### src/rtl/fir_out_stage.sv
// rtl/fir_out_stage.sv - FIR output stage: warm-up discard, decimation, divide-by-gain with round half-up, saturation
// The divider is a restoring divider that produces one quotient bit per cycle.
module fir_out_stage #(
  parameter int IN_W   = 32,
  parameter int OUT_W  = 16,
  parameter int GAIN   = 12,
  parameter int DECIM  = 64,
  parameter int WARMUP = 6
) (
  input  logic             clk,
  input  logic             reset,
  input  logic [IN_W-1:0]  in_data,
  input  logic             in_valid,
  output logic [OUT_W-1:0] out_data,
  output logic             out_valid,
  input  logic             out_ready,
  output logic             overrun,
  output logic             sat
);

  localparam int DW = IN_W + 1;
  localparam int RW = $clog2(GAIN + 1) + 1;
  localparam int IW = $clog2(DW + 1);
  localparam int WW = $clog2(WARMUP + 2);
  localparam int PW = 16;

  localparam logic [RW-1:0] GAIN_R  = RW'(GAIN);
  localparam logic [DW-1:0] HALF    = DW'(GAIN / 2);
  localparam logic [IW-1:0] LAST_IT = IW'(DW - 1);
  localparam logic [WW-1:0] WARM_N  = WW'(WARMUP);
  localparam logic [PW-1:0] PH_LAST = PW'(DECIM - 1);

  typedef enum logic [1:0] {IDLE, DIV, HOLD} state_t;

  state_t        state;
  logic [WW-1:0] warm_cnt;
  logic [PW-1:0] phase;
  logic [IW-1:0] iter;
  logic [DW-1:0] dvd;
  logic [DW-1:0] quot;
  logic [RW-2:0] rem;

  logic          warm_done;
  logic          sample;
  logic          select;
  logic          slot_free;
  logic [RW-1:0] rem_sh;
  logic [RW-1:0] diff;
  logic          q_bit;
  logic [RW-2:0] rem_nx;
  logic [DW-1:0] q_fin;
  logic          fin_over;

  function automatic logic [OUT_W-1:0] clamp(input logic [DW-1:0] q);
    return (|q[DW-1:OUT_W]) ? {OUT_W{1'b1}} : q[OUT_W-1:0];
  endfunction

  always_comb begin
    warm_done = (warm_cnt == WARM_N);
    sample    = in_valid && warm_done;
    select    = sample && (phase == '0);
    slot_free = !out_valid || out_ready;
    rem_sh    = {rem, dvd[DW-1]};
    diff      = rem_sh - GAIN_R;
    // The divisor is below 2^(RW-1), so a borrow always lands in the MSB.
    q_bit     = ~diff[RW-1];
    rem_nx    = q_bit ? diff[RW-2:0] : rem_sh[RW-2:0];
    q_fin     = {quot[DW-2:0], q_bit};
    fin_over  = |q_fin[DW-1:OUT_W];
  end

  always_ff @(posedge clk or posedge reset) begin
    if (reset) begin
      state     <= IDLE;
      warm_cnt  <= '0;
      phase     <= '0;
      iter      <= '0;
      dvd       <= '0;
      quot      <= '0;
      rem       <= '0;
      out_data  <= '0;
      out_valid <= 1'b0;
      overrun   <= 1'b0;
      sat       <= 1'b0;
    end else begin
      if (in_valid && !warm_done)
        warm_cnt <= warm_cnt + 1'b1;

      if (sample)
        phase <= (phase == PH_LAST) ? '0 : phase + 1'b1;

      if (out_valid && out_ready)
        out_valid <= 1'b0;

      // State is sampled before the edge: selections seen outside IDLE are lost.
      if (select && state != IDLE)
        overrun <= 1'b1;

      case (state)
        IDLE: begin
          if (select) begin
            dvd   <= {1'b0, in_data} + HALF;
            quot  <= '0;
            rem   <= '0;
            iter  <= '0;
            state <= DIV;
          end
        end
        DIV: begin
          dvd  <= dvd << 1;
          rem  <= rem_nx;
          quot <= q_fin;
          iter <= iter + 1'b1;
          if (iter == LAST_IT) begin
            if (fin_over)
              sat <= 1'b1;
            if (slot_free) begin
              out_data  <= clamp(q_fin);
              out_valid <= 1'b1;
              state     <= IDLE;
            end else begin
              state <= HOLD;
            end
          end
        end
        HOLD: begin
          if (slot_free) begin
            out_data  <= clamp(quot);
            out_valid <= 1'b1;
            state     <= IDLE;
          end
        end
        default: state <= IDLE;
      endcase
    end
  end

endmodule
### config.mk
export PLATFORM = sky130hd
export DESIGN_NAME = fir_out_stage
export DESIGN_NICKNAME = d
export VERILOG_FILES = /design/src/rtl/fir_out_stage.sv
export SDC_FILE = /design/constraint.sdc
export NUM_CORES = 1
export LEC_CHECK = 0
export CORE_MARGIN = 3
export CORE_UTILIZATION = 51
export DETAILED_ROUTE_END_ITERATION = 8
export MAX_ROUTING_LAYER = met4
export PLACE_DENSITY_LB_ADDON = 0.12
export SETUP_SLACK_MARGIN = 0.05
export SLEW_MARGIN = 20
export SYNTH_ARGS = -nofsm -noshare
export SYNTH_HDL_FRONTEND = slang
export SYNTH_SLANG_ARGS = --single-unit
export TNS_END_PERCENT = 50
### constraint.sdc
create_clock -name clk -period 8.74 [get_ports clk]
set_input_delay 0.874 -clock clk [delete_from_list [all_inputs] [get_ports clk]]
set_output_delay 0.874 -clock clk [all_outputs]
set_load 0.03 [all_outputs]
==> metrics list <==
- Cell type contributing the most total cell area after synthesis: sky130_fd_sc_hd__dfrtp_1
- Global-route wire length before repair: 21780 um
- Average cell area after synthesis: 9.890 um2
* Top-area cell type share of the netlist area: 47.41%
- Buffers placed on the I/O ports in this run total 54.
* Worst-case setup slack after placement: 5.154 ns
- Predominant post-synthesis flop cell: sky130_fd_sc_hd__dfrtp_1
- Yosys printed 0 warnings.
- Entering global routing, the biggest net connects 75 pins.
* Number of inserted diodes: 0
* Flip-flop and latch count after synthesis: 116
* Delay contributed by the slowest stage of the critical path: 0.74 ns
- EDFF count, synth: 0
* Slew at the pin closest to its max-slew limit: 0.9918 ns
* Number of nets in the synthesized netlist: 665
- Fillers: 951
- VDD sags by at most 136.3 uV.
* Post-synthesis cell area: 6122 um2
- For this run, design rule violations remaining after detail routing come to 0.
- Measured against the total synthesized area, the mux share comes to 4.414%.
* RSZ-0062 raised after global routing: no
- The count of nets left with antenna violations once routing finished came out at 0.
- Count of routing violations after the opening detailed-route iteration: 341
* Post-synthesis sequential area ratio: 47.41%
* Vias in the first global route: 4633
* Placed wire-length estimate: 8634 um
* Max-slew violations: 0
- Total Negative Setup Slacks: 0 ns
- Crit path buf inv count: 2
- Relative to the synthesized area, the layout overhead comes to 19.35%.
- The path class of the tightest hold or removal check is flop to flop.
- Counting every instance in the synthesized netlist gives 619.
- Dominant cell by count in the synthesized netlist: sky130_fd_sc_hd__dfrtp_1
- Wirelength, routed: 12960 um
- Type of the setup path with the least slack: input pin to flop
* Commonest cells in the synthesized netlist: 116 x sky130_fd_sc_hd__dfrtp_1, 51 x sky130_fd_sc_hd__nor2_1, 48 x sky130_fd_sc_hd__nand2_1
* Final critical-path share of the clock period: 36.08%
* Total count of hold-check failures in the final report: 0
- CP delay by family, top: simple AND/OR/NAND/NOR gates
- Master of the slowest instance on the critical path: sky130_fd_sc_hd__nor4_2
- Initial antenna violation count: 0
- The multi-input combinational cells in the finished layout cover a total of 2962 um2.
* Vias/cell: 5.812
- Routability-driven placement finished with a final weighted congestion of 0.8846.
- After synthesis, the largest family of logic cells by area is simple AND/OR/NAND/NOR gates.
- Drt pass-1 iters: 4
- The critical path goes through clkdlybuf4s50_1 > inv_1 > ha_1 > nand4b_2 > nor4_2 > nand4_1 > xnor2_1 > a211oi_1.
- TritonCTS built the clock tree.
- After clock tree synthesis, the flow added hold-fix buffers numbering 0.
- Critical path required time: 9.06 ns
- Crit path DAT: 3.48 ns
* Simple logic cell fraction of the synthesized area: 19.70%
- Clock-pin slew reported for the worst setup and hold paths after clock tree synthesis: 0.05 ns
* Area of the core: 11560 um2
- Buffer count from post-CTS setup fixing: 0
- The clock tree synthesis step divided the H-tree into 4 levels.
- Across the run, the number of max-cap violations was 0.
- Die area: 13360 um2
- The worst path needs 3.154 ns of the cycle, external delays included.
- Along the worst path, the maximum fanout reaches 9.
* Setup violators final: 0
- Final Core Density: 63.18%
- Buffer cell driving the clock tree root: sky130_fd_sc_hd__clkbuf_16
- Post-layout instance count excluding filler cells: 817
- Net count reported at finish: 707
* Site row count: 39
- Once the floorplan was initialized, standard cells occupied 52.94% of the core.
- Register area: 2903 um2
- Die height: 115.6 um
- Of the total synthesized cell area, the portion taken by XOR and XNOR cells is 5.293%.
- Via count: 4748
- Measured against its own limit, the worst slew margin works out to 33.88%.
* Post-DR wirelength/cell: 15.86 um
* P_leak: 3.262 nW
- The worst setup path is captured at a flop.
* Number of unique standard cell types used by synthesis: 59
* Areal power density over the cells: 251.3 nW/um2
- In this run, placement finished with an instance count of 785.
- Area share of fa/ha/maj cells after synthesis: 2.044%
- Die X-Extent: 115.6 um
* FMAX: 317.1 MHz
- Clock network latency to the later pin of the worst-skew pair: 0.41 ns
- Setup slack closes at 5.586 ns.
- TritonCTS created 17 clock buffers.
- In this run the count of I/O pins placed on the die edge is 55.
- The clock net in this run drives a total of 116 sinks.
- Share of async-settable or async-resettable flops after synthesis: 100.0%
- The worst setup path is launched from an input pin.
- Compound-gate portion of the synthesized area: 16.74%
* Max Root-Sink Buffers: 2
- Global routing consumed, over all layers together, 20.99% of the routing resources.
- The run finished with clean final reports.
- Total overflow reported by the global router: 0
- Ranked by total cell area, the synthesized netlist is headed by sky130_fd_sc_hd__dfrtp_1 47%, sky130_fd_sc_hd__a22o_1 5.4%, sky130_fd_sc_hd__o21ai_0 3.5%.
* Clock Skews: 0.007287 ns
- Of the cells placed in the final design, the portion with a size suffix greater than 1 is 9.496%.
* Post-cts repair resize count: 0
[worst min-delay path, stage by stage, from the launching register on]
cell	delay, ns
sky130_fd_sc_hd__dfrtp_1	0.34
sky130_fd_sc_hd__nand2_1	0.04
sky130_fd_sc_hd__o21ai_0	0.06
[layout make-up]
cell class / count / area share [%]
Multi-Input combinational cell: 447 / 40.53
Tap cell: 143 / 2.449
Timing Repair Buffer: 59 / 7.911
Sequential cell: 116 / 39.73
Clock buffer: 21 / 6.164
Clock inverter: 11 / 2.158
Inverter: 20 / 1.062
[sequential cells by signal (all words and copies together), names as in the netlist, 2 cells and up]
register	flops
dvd	33
quot	33
out_data	16
phase	16
iter	6
rem	4
warm_cnt	3
state	2
[logic make-up (layout without fill, tap and decap cells)]
logic type | count (synthesis) | count (layout)
compound gates | 144 | 144
buf+inv | 56 | 111
xor+xnor | 37 | 37
mux | 25 | 25
simple gates | 231 | 231
fa+ha+maj | 10 | 10
flops | 116 | 116
[per-layer routing]
metal  global-route usage, %  up-vias  share of wire, %
met5                       -        -                 0
met4                   6.182        0              0.98
met3                   5.170       12               3.2
met2                   32.87       76                47
met1                   27.26     2320                49
li1                        -     2340                 -
[placed cells by master (no fill, tap or decap), types with 17 or more instances in the layout]
cell / synthesis / layout
sky130_fd_sc_hd__xor2_1: 17 / 17
sky130_fd_sc_hd__o21ai_0: 43 / 43
sky130_fd_sc_hd__nand2_1: 48 / 48
sky130_fd_sc_hd__nand3_1: 23 / 23
sky130_fd_sc_hd__inv_1: 20 / 19
sky130_fd_sc_hd__a21oi_1: 20 / 19
sky130_fd_sc_hd__a22o_1: 38 / 38
sky130_fd_sc_hd__xnor2_1: 20 / 20
sky130_fd_sc_hd__nor2_1: 51 / 51
sky130_fd_sc_hd__dfrtp_1: 116 / 116
sky130_fd_sc_hd__nor3_1: 38 / 38
sky130_fd_sc_hd__clkdlybuf4s50_1: 0 / 54
sky130_fd_sc_hd__clkbuf_16: 0 / 17
[power by group]
part,leakage (nW),total (mW),switching [mW],internal (mW)
logic,1.41,0.399,0.237,0.162
registers,1.55,0.722,0.0769,0.645
clock network,0.300,0.715,0.235,0.480
[per-stage QoR]
step,instance area [um2],power [mW],hold slack (ns)
after floorplan,6122,1.014,0.4432
after global placement,6699,1.110,0.4562
after detailed placement,6699,1.134,0.4692
after CTS,7307,1.853,0.4795
after global routing,7307,1.943,0.5003
final,7307,1.836,0.4762
[path summary, 6_finish.rpt]
| path | slack (ns) | cells after the start | endpoint | startpoint |
|---|---|---|---|---|
| setup / recovery | 5.59 | 8 | dvd[31] | in_data[1] |
| max in group asynchronous | 6.63 | 3 | dvd[8] | reset |
| hold / removal | 0.48 | 2 | dvd[17] | dvd[17] |
| setup reg to reg | 5.67 | 9 | dvd[18] | state[1] |
| hold reg to reg | 0.48 | 2 | dvd[17] | dvd[17] |
| min in group asynchronous | 1.01 | 2 | out_data[3] | reset |
Power figures use the tool's default switching activity.
